## config.mk

```make
export PLATFORM = sky130hd
export DESIGN_NAME = alu_seq_flat
export DESIGN_NICKNAME = d
export VERILOG_FILES = /design/src/rtl/alu_seq_if.sv /design/src/rtl/alu_seq.sv /design/src/flat_wrapper.sv
export SDC_FILE = /design/constraint.sdc
export NUM_CORES = 1
export LEC_CHECK = 0
export ABC_AREA = 0
export CORE_MARGIN = 8
export CORE_UTILIZATION = 31
export CTS_CLUSTER_SIZE = 16
export DETAILED_ROUTE_END_ITERATION = 10
export SLEW_MARGIN = 20
export SYNTH_ARGS = -nofsm -noshare
export SYNTH_HDL_FRONTEND = slang
export SYNTH_SLANG_ARGS = --single-unit
```

## constraint.sdc

```tcl
create_clock -name clk -period 8 [get_ports clk]
set_input_delay 2 -clock clk [delete_from_list [all_inputs] [get_ports clk]]
set_output_delay 2 -clock clk [all_outputs]
set_load 0.1 [all_outputs]
```

## src/rtl/alu_seq_if.sv

```systemverilog
// rtl/alu_seq_if.sv - operand/result handshake bundle for alu_seq
interface alu_seq_if #(
  parameter int ALU_WIDTH     = 8,
  parameter int OP_CODE_WIDTH = 4
);
  logic                     in_valid;
  logic                     in_ready;
  logic [ALU_WIDTH-1:0]     in_a;
  logic [ALU_WIDTH-1:0]     in_b;
  logic [OP_CODE_WIDTH-1:0] opcode;
  logic                     out_valid;
  logic                     out_ready;
  logic [ALU_WIDTH-1:0]     alu_out;
  logic                     carry_out;
  logic                     a_is_zero;
  logic                     busy;

  modport master (
    output in_valid, in_a, in_b, opcode, out_ready,
    input  in_ready, out_valid, alu_out, carry_out, a_is_zero, busy
  );

  modport slave (
    input  in_valid, in_a, in_b, opcode, out_ready,
    output in_ready, out_valid, alu_out, carry_out, a_is_zero, busy
  );
endinterface

```

## src/rtl/alu_seq.sv

```systemverilog
// rtl/alu_seq.sv - handshaked ALU with registered result and iterative shift-add multiply
module alu_seq #(
  parameter int ALU_WIDTH     = 8,
  parameter int OP_CODE_WIDTH = 4
) (
  input  logic       clk,
  input  logic       rst_n,
  alu_seq_if.slave   bus
);
  localparam int SHW = $clog2(ALU_WIDTH);
  localparam int CW  = SHW + 1;
  localparam int W2  = 2 * ALU_WIDTH;

  localparam logic [3:0] OP_ADD = 4'd2;
  localparam logic [3:0] OP_AND = 4'd3;
  localparam logic [3:0] OP_XOR = 4'd4;
  localparam logic [3:0] OP_PSB = 4'd5;
  localparam logic [3:0] OP_SUB = 4'd8;
  localparam logic [3:0] OP_OR  = 4'd9;
  localparam logic [3:0] OP_SHL = 4'd10;
  localparam logic [3:0] OP_SHR = 4'd11;
  localparam logic [3:0] OP_MUL = 4'd12;

  typedef enum logic [1:0] {S_IDLE, S_MUL, S_DONE} state_t;

  state_t               state_q, state_d;
  logic [W2-1:0]        acc_q, acc_d;
  logic [W2-1:0]        mcand_q, mcand_d;
  logic [ALU_WIDTH-1:0] mplier_q, mplier_d;
  logic [CW-1:0]        cnt_q, cnt_d;
  logic                 maz_q, maz_d;
  logic [ALU_WIDTH-1:0] res_q, res_d;
  logic                 carry_q, carry_d;
  logic                 az_q, az_d;
  logic                 ov_q, ov_d;

  logic [3:0]           op4;
  logic [ALU_WIDTH:0]   sum, diff;
  logic [SHW-1:0]       sh_amt;
  logic [ALU_WIDTH-1:0] sc_res;
  logic                 sc_carry;
  logic                 free;
  logic                 in_ready;

  assign op4    = bus.opcode[3:0];
  assign sh_amt = bus.in_b[SHW-1:0];

  // Single-cycle datapath; unlisted codes fall back to the legacy pass-A.
  always_comb begin
    sum      = {1'b0, bus.in_a} + {1'b0, bus.in_b};
    diff     = {1'b0, bus.in_a} - {1'b0, bus.in_b};
    sc_res   = bus.in_a;
    sc_carry = 1'b0;
    case (op4)
      OP_ADD: begin sc_res = sum[ALU_WIDTH-1:0];  sc_carry = sum[ALU_WIDTH];  end
      OP_SUB: begin sc_res = diff[ALU_WIDTH-1:0]; sc_carry = diff[ALU_WIDTH]; end
      OP_AND: sc_res = bus.in_a & bus.in_b;
      OP_XOR: sc_res = bus.in_a ^ bus.in_b;
      OP_OR:  sc_res = bus.in_a | bus.in_b;
      OP_PSB: sc_res = bus.in_b;
      OP_SHL: sc_res = bus.in_a << sh_amt;
      OP_SHR: sc_res = bus.in_a >> sh_amt;
      default: sc_res = bus.in_a;
    endcase
  end

  always_comb begin
    state_d  = state_q;
    acc_d    = acc_q;
    mcand_d  = mcand_q;
    mplier_d = mplier_q;
    cnt_d    = cnt_q;
    maz_d    = maz_q;
    res_d    = res_q;
    carry_d  = carry_q;
    az_d     = az_q;
    ov_d     = ov_q;
    in_ready = 1'b0;
    free     = !ov_q || bus.out_ready;

    if (ov_q && bus.out_ready) begin
      ov_d = 1'b0;
    end

    case (state_q)
      S_IDLE: begin
        in_ready = free;
        if (bus.in_valid && free) begin
          if (op4 == OP_MUL) begin
            mcand_d  = {{ALU_WIDTH{1'b0}}, bus.in_a};
            mplier_d = bus.in_b;
            acc_d    = '0;
            cnt_d    = '0;
            maz_d    = (bus.in_a == '0);
            state_d  = S_MUL;
          end else begin
            res_d   = sc_res;
            carry_d = sc_carry;
            az_d    = (bus.in_a == '0);
            ov_d    = 1'b1;
          end
        end
      end
      S_MUL: begin
        if (mplier_q[0]) begin
          acc_d = acc_q + mcand_q;
        end
        mcand_d  = mcand_q << 1;
        mplier_d = mplier_q >> 1;
        cnt_d    = cnt_q + CW'(1);
        if (cnt_q == CW'(ALU_WIDTH - 1)) begin
          state_d = S_DONE;
        end
      end
      S_DONE: begin
        if (free) begin
          res_d   = acc_q[ALU_WIDTH-1:0];
          carry_d = |acc_q[W2-1:ALU_WIDTH];
          az_d    = maz_q;
          ov_d    = 1'b1;
          state_d = S_IDLE;
        end
      end
      default: state_d = S_IDLE;
    endcase
  end

  always_ff @(posedge clk) begin
    if (!rst_n) begin
      state_q  <= S_IDLE;
      acc_q    <= '0;
      mcand_q  <= '0;
      mplier_q <= '0;
      cnt_q    <= '0;
      maz_q    <= 1'b0;
      res_q    <= '0;
      carry_q  <= 1'b0;
      az_q     <= 1'b0;
      ov_q     <= 1'b0;
    end else begin
      state_q  <= state_d;
      acc_q    <= acc_d;
      mcand_q  <= mcand_d;
      mplier_q <= mplier_d;
      cnt_q    <= cnt_d;
      maz_q    <= maz_d;
      res_q    <= res_d;
      carry_q  <= carry_d;
      az_q     <= az_d;
      ov_q     <= ov_d;
    end
  end

  assign bus.in_ready  = in_ready;
  assign bus.out_valid = ov_q;
  assign bus.alu_out   = res_q;
  assign bus.carry_out = carry_q;
  assign bus.a_is_zero = az_q;
  assign bus.busy      = (state_q != S_IDLE);
endmodule

```

## src/flat_wrapper.sv

```systemverilog
// flat-port wrapper written by rule: the top's interface ports become plain ports
module alu_seq_flat 
#(
  parameter int ALU_WIDTH     = 8,
  parameter int OP_CODE_WIDTH = 4
)
  (clk, rst_n, bus_in_valid, bus_in_a, bus_in_b, bus_opcode, bus_out_ready, bus_in_ready, bus_out_valid, bus_alu_out, bus_carry_out, bus_a_is_zero, bus_busy);
  alu_seq_if #(.ALU_WIDTH(ALU_WIDTH), .OP_CODE_WIDTH(OP_CODE_WIDTH)) bus_i ();
  input  logic clk;
  input  logic rst_n;
  input wire logic [$bits(bus_i.in_valid)-1:0] bus_in_valid;
  input wire logic [$bits(bus_i.in_a)-1:0] bus_in_a;
  input wire logic [$bits(bus_i.in_b)-1:0] bus_in_b;
  input wire logic [$bits(bus_i.opcode)-1:0] bus_opcode;
  input wire logic [$bits(bus_i.out_ready)-1:0] bus_out_ready;
  output wire logic [$bits(bus_i.in_ready)-1:0] bus_in_ready;
  output wire logic [$bits(bus_i.out_valid)-1:0] bus_out_valid;
  output wire logic [$bits(bus_i.alu_out)-1:0] bus_alu_out;
  output wire logic [$bits(bus_i.carry_out)-1:0] bus_carry_out;
  output wire logic [$bits(bus_i.a_is_zero)-1:0] bus_a_is_zero;
  output wire logic [$bits(bus_i.busy)-1:0] bus_busy;
  assign bus_i.in_valid = bus_in_valid;
  assign bus_i.in_a = bus_in_a;
  assign bus_i.in_b = bus_in_b;
  assign bus_i.opcode = bus_opcode;
  assign bus_i.out_ready = bus_out_ready;
  assign bus_in_ready = bus_i.in_ready;
  assign bus_out_valid = bus_i.out_valid;
  assign bus_alu_out = bus_i.alu_out;
  assign bus_carry_out = bus_i.carry_out;
  assign bus_a_is_zero = bus_i.a_is_zero;
  assign bus_busy = bus_i.busy;
  alu_seq #(.ALU_WIDTH(ALU_WIDTH), .OP_CODE_WIDTH(OP_CODE_WIDTH)) u_core (.clk(clk), .rst_n(rst_n), .bus(bus_i));
endmodule
```

==> results.py <==
metrics = {
    "die": {
        "die_x_um": 143,
        "coreArea_um2": 15800,
        "die_y_um": 143,
        "io_pins": 37,
        "fp.dieArea_um2": 20500,
        "std_cell_rows": 46,
        "initial_core_util_pct": 31.7,
    },
    "timing": {
        "hold_violations": 0,
        "slew_viol_final": 0,
        "relSlewSlack_pct": 26.4,
        "worstMarginPinSlew_ns": 1.10,
        "skew_ns": 0.00567,
        "period_share_pct": 74.7,
        "period_needed_ns": 5.98,
        "rsz0062_at_grt": "false",
        "finalSetupTns_ns": 0,
        "fmax_mhz": 167,
        "setup_viol": 0,
    },
    "pwr": {
        "p_leak_nw": 2.29,
        "powerDensity_nw_per_um2": 161,
        "vdd_ir_drop_max_v": 0.000103,
    },
    "synth": {
        "netlist-cell-type-count": 73,
        "syn_nets": 691,
        "synthArstFlopShare_pct": 0,
        "synth-edff-count": 0,
        "syn_area_um2": 5010,
        "synth_top_area_share_pct": 23.2,
        "synth_cells": 622,
        "ys_ff_latch": 58,
        "synthFlopType": "dfxtp_1",
        "synthTopCellsByArea": "dfxtp_1 (23%), ha_1 (10%), nor2b_1 (5.5%), nand2_1 (3.6%), a21oi_1 (3.5%)",
        "synth_largest_area_cell": "dfxtp_1",
        "ys_seq_area_share_pct": 23.2,
        "avgSynthCellArea_um2": 8.06,
        "ys_warn_count": 0,
    },
    "setup_path": {
        "crit_chain": "clkdlybuf4s50_1, nor2b_1, nor3_1, clkdlybuf4s50_1",
        "cp_max_fo": 3,
        "slowest_delay_ns": 1.20,
        "crit_slowest_cell": "clkdlybuf4s50_1",
        "crit_path_frequent_cell": "clkdlybuf4s50_1",
        "arrival_ns": 3.98,
        "crit_type": "in2out",
        "required_ns": 6.00,
        "worst_setup_path_start_kind": "primary input",
        "worst_setup_path_end_kind": "output pin",
    },
    "detailed_routing": {
        "viasPerCell": 5.83,
        "drtAntennaViolNets": 0,
        "routedWlPerCell_um": 18.6,
        "drc": 0,
        "num_vias": 4970,
        "drt-initial-drc-count": 501,
        "dr.pass1.iters": 5,
        "routed_wirelength_um": 15900,
    },
    "global_routing": {
        "antenna_found_initial": 0,
        "first_global_vias": 4730,
        "grt_max_degree": 64,
        "grt_usage_pct": 15.6,
        "grt_pass1_wl_um": 25600,
        "grt-ovfl-total": 0,
    },
    "clock_network": {
        "cts.sinks": 58,
        "clockBufferDepth": 2,
        "cts_made_buffers": 9,
        "cts_tree": "yes",
        "clkLatencyLatePin_ns": 0.32,
        "h-tree-depth": 3,
        "root_buffer": "clkbuf_16",
        "cts_hold_buf": 0,
        "cts_setup_buffers": 0,
        "clk_pin_slew_ns": 0.05,
        "ctsResizeCount": 0,
    },
    "cells_and_area": {
        "stdcell_count": 853,
        "final_common_cell": "dfxtp_1",
        "areaGrowthSynthToFinish_pct": 16.4,
        "layout-drive-gt1-share_pct": 6.44,
        "fin_nets": 701,
        "diodes": 0,
        "layout_common_cells": "dfxtp_1 (58), nand2_1 (48), nor2b_1 (44), ha_1 (42)",
        "utilization_pct": 36.9,
    },
    "placement": {
        "port_buffers": 36,
        "hpwl_um": 11500,
        "gp_congestion": 0.946,
        "dp_cells": 837,
    },
    "status": {
        "status": "finished, final reports clean",
    },
    "hold_path": {
        "min_path_type": "reg2reg",
    },
    "run": {
        "drv_cap": 0,
    },
}
-- logic make-up after synthesis --
family | share of synthesized area (%)
and+or+nand+nor | 22.2
DFF | 23.2
muxes | 5.56
xor gates and xnor gates | 2.25
buffers and inverters | 5.61
adders and majority gates | 11.7
AOI/OAI and AO/OA | 29.6
-- area by class of cell --
class                           count  area, um2
Sequential cell                    58       1160
Timing Repair Buffer               43        408
Clock buffer                       11        233
Multi-Input combinational cell    496       3570
Fill cell                        1620       9990
Clock inverter                      5        103
Tap cell                          216        270
Inverter                           24       90.1
-- sequential cells by signal, summed over array words and instances, names as in the netlist --
name,flops
u_core.state_q,2
u_core.bus.a_is_zero,1
u_core.cnt_q,4
u_core.mcand_q,16
u_core.maz_q,1
u_core.bus.alu_out,8
u_core.acc_q,16
u_core.mplier_q,8
u_core.bus.out_valid,1
u_core.bus.carry_out,1
-- layer usage --
| metal | vias to the layer above | global-route usage (%) | wire (um) |
|---|---|---|---|
| met2 | 217 | 23.9 | 6980 |
| met4 | 0 | 6.38 | 440 |
| met5 | - | 0 | 0 |
| met3 | 36 | 2.50 | 1260 |
| met1 | 2363 | 21.4 | 7220 |
| li1 | 2354 | - | - |
-- synthesized netlist by cell type, types with 9 or more instances --
| library cell | n |
|---|---|
| a21oi_1 | 35 |
| a222oi_1 | 15 |
| a22oi_1 | 18 |
| a31oi_1 | 11 |
| buf_2 | 21 |
| clkbuf_1 | 22 |
| dfxtp_1 | 58 |
| ha_1 | 42 |
| inv_1 | 21 |
| mux2i_1 | 11 |
| nand2_1 | 48 |
| nand2b_1 | 15 |
| nand3_1 | 18 |
| nor2_1 | 35 |
| nor2b_1 | 44 |
| nor3_1 | 9 |
| o21ai_0 | 30 |
| o21ai_1 | 10 |
-- worst paths after layout --
| check | from | endpoint | slack, ns | cells after the start |
|---|---|---|---|---|
| min reg2reg | u_core.bus.alu_out[0] | u_core.bus.alu_out[0] | 0.46 | 2 |
| max reg2reg | u_core.mcand_q[0] | u_core.acc_q[10] | 5.48 | 9 |
| max | bus_out_ready | bus_in_ready | 2.02 | 4 |
| min | u_core.bus.alu_out[0] | u_core.bus.alu_out[0] | 0.46 | 2 |
-- power breakdown --
group / internal [mW] / total (mW) / leakage [nW] / switching [mW]
Clock: 0.303 / 0.435 / 0.160 / 0.131
Sequential: 0.295 / 0.299 / 0.470 / 0.00389
Combinational: 0.0705 / 0.208 / 1.66 / 0.137
Total: 0.669 / 0.941 / 2.29 / 0.272
-- metrics by stage --
| step | area, um2 | setup WS [ns] | hold slack, ns | total power [mW] |
|---|---|---|---|---|
| after floorplan | 5010 | 1.84 | 0.435 | 0.446 |
| after global placement | 5500 | 2.05 | 0.444 | 0.508 |
| after detailed placement | 5500 | 2.02 | 0.454 | 0.509 |
| after CTS | 5840 | 2.01 | 0.459 | 0.947 |
| after global routing | 5840 | 1.93 | 0.471 | 0.980 |
| final | 5840 | 2.02 | 0.455 | 0.941 |
-- worst max-delay path: cells and delay by family --
| kind | cells | cell delay [ns] |
|---|---|---|
| simple gates | 2 | 0.31 |
| buf+inv | 2 | 1.67 |
(Power assumes the default switching activity.)
==> RTL edit: new RTL, same flow settings <==
Re-encode `state_t` (3 states) as one-hot, 3 bits wide.
--- a/src/rtl/alu_seq.sv
+++ b/src/rtl/alu_seq.sv
@@ -21,7 +21,7 @@
   localparam logic [3:0] OP_SHR = 4'd11;
   localparam logic [3:0] OP_MUL = 4'd12;
 
-  typedef enum logic [1:0] {S_IDLE, S_MUL, S_DONE} state_t;
+  typedef enum logic [2:0] {S_IDLE = 3'b001, S_MUL = 3'b010, S_DONE = 3'b100} state_t;
 
   state_t               state_q, state_d;
   logic [W2-1:0]        acc_q, acc_d;
Check against the original RTL: no difference found for any inputs over 10 cycles, from zero or initial values and one cycle with rst_n low; not proved beyond that.
==> RTL edit against the unedited design <==
  * Sequential cell count rose by 1
  * Count of clock-buffer cells in the layout fell by 1
  * Area after synthesis rose by 2.8%
  * Wire length rose by 2.4%
  * Design area rose by 3.2%
  * Sequential power rose by 2%
  * Fmax rose by 3.8%
  * Setup slack improved by 0.22 ns
  * Total power rose by 0.14%
  * First-iteration DRC count fell by 14%
  * Critical path type unchanged
  * Largest cell class unchanged
==> RTL edit: results (changes against the unedited design) <==
metric	value	unit	change
status	finished, final reports clean		
share of layout cells above drive strength 1	6.50	%	+0.066 points
CP max-delay cell	clkdlybuf4s50_1		
fin nets	756		+7.8%
reg-to-reg endpoint	u_core.acc_q[12]$_SDFFE_PN0P_		
Met1 Wirelength	7.56	mm	+4.8%
DRT iter0 DRCs	430		-14%
Worst Skew	0.00694	ns	+0.00127 ns
Highest Signal Layer	met4		
Worst-Skew Late Latency	0.34	ns	+0.02 ns
Worst Tran Pin Value	0.993	ns	-0.109 ns
Placed Area	5690	sq um	+3.4%
global-route wire length before repair	26.3	mm	+2.9%
hold endpoint	u_core.bus.alu_out[0]$_SDFFE_PN0P_		
synth top area cells	dfxtp_1 23%, ha_1 10%, a21oi_1 5.5%		
number of global-route vias before repair	4898		+3.6%
pin count of the biggest net entering global routing	52		-19%
post-synth net total	742		+7.4%
CP Max Fanout	3		unchanged
CTS clk-pin slew, worst paths	0.06	ns	
Peak supply drop	0.0950	mV	-8.2%
r2r startpoint	u_core.mcand_q[0]$_SDFFE_PN0P_		
Setup Buffers After CTS	0		unchanged
leakage	2.37	nW	+3.5%
HP Class	reg -> reg		
Async SR Flop Fraction	0	%	unchanged
top flop regs	u_core.acc_q (16), u_core.mcand_q (16)		
Seq/Total Area, Yosys	22.9	%	-0.24 points
PostCTS Resize Cnt	0		unchanged
Initial DRT Pass Iterations	5		unchanged
CP max stage delay	1.14	ns	-0.06 ns
Hold Path Origin	u_core.bus.alu_out[0]$_SDFFE_PN0P_		
count of endpoints failing hold in the final timing report	0		unchanged
library cells used by synthesis	64		-12%
Post-synth top flop	dfxtp_1		
CTS buffer count	9		unchanged
DR vias/cell	5.60		-3.9%
hold depth	2		unchanged
hpwl dp	11.6	mm	+1.1%
routed wl met3	796	um	-37%
Max Buffers Root-to-Sink	2		unchanged
initial antenna violation count	0		unchanged
gr usage total	15.3	%	-0.35 points
r2r worst-path depth	8		-1
yosys warns	0		unchanged
RD Place Congestion	0.919		-2.8%
reg-to-reg slack, setup	5.56	ns	+0.08 ns
Root Buffer	clkbuf_16		
fillers	1727		+6.6%
Fin Hold WS	0.471	ns	+0.0163 ns
met2 routed WL	7.62	mm	+9.2%
synth cell count leaders	74 x nand2_1, 59 x dfxtp_1, 57 x a21oi_1, 51 x nor2_1, 44 x o21ai_0		
total routed wirelength	16.3	mm	+2.4%
CP Data Arrival Time	3.76	ns	-0.22 ns
PortBufs	36		unchanged
[RTL edit: changes by cell type after synthesis, sizes merged, moves of 13 or more]
| cell | delta |
|---|---|
| a21oi | +21 |
| o211ai | +13 |
| nor2 | +16 |
| nand2 | +26 |
| nor2b | -33 |
| nand3 | +14 |
| a222oi | -15 |
[RTL edit: kinds of logic after synthesis]
group           after synthesis  share of synthesized area, %
simple gates                236                          22.4
mux                          24                          6.38
flops                        59                          22.9
xor+xnor                     19                          3.23
fa+ha+maj                    45                          11.4
buf+inv                      74                          6.14
compound gates              216                          27.6
[RTL edit: stage by stage]
stage	worst slack, ns	std cells	power, mW	util (%)
floorplan	2.70	673	0.454	-
global placement	2.23	896	0.517	34.7
detailed placement	2.24	896	0.516	34.7
CTS	2.23	912	0.948	36.7
global route	2.17	912	0.978	36.7
finish	2.24	912	0.943	36.7
[RTL edit: report_power, final]
group / total, mW / switching, mW / internal (mW)
sequential: 0.304 / 0.00443 / 0.300
combinational: 0.208 / 0.137 / 0.0713
clock: 0.430 / 0.149 / 0.281
[RTL edit: worst max-delay path by stage]
stage,start,to,cells past startpoint
2_1_floorplan,bus_out_ready,bus_in_ready,2
3_3_place_gp,bus_out_ready,bus_in_ready,4
3_5_place_dp,bus_out_ready,bus_in_ready,4
4_1_cts,bus_out_ready,bus_in_ready,4
5_1_grt,bus_out_ready,bus_in_ready,4
6_report,bus_out_ready,bus_in_ready,4
[RTL edit: layer usage]
layer  track usage [%]  vias to the layer above
met4              4.79                        0
met2              25.2                      148
met5                 0                        -
met1              19.6                     2446
met3              3.08                       17
li1                  -                     2496
[RTL edit: final cells by class]
type / count / area (sq um) / share of cell area, %
clock inverter: 6 / 88.8 / 1.48
tap: 220 / 275 / 4.57
timing repair buffer: 49 / 458 / 7.61
sequential: 59 / 1180 / 19.6
inverter: 28 / 105 / 1.75
clock buffer: 10 / 239 / 3.97
multi-input combinational: 540 / 3670 / 61.0
[RTL edit: worst max-delay path, delay by kind of cell]
kind,cells,cell delay [ns]
buffers and inverters,2,1.61
AND/OR/NAND/NOR,2,0.14
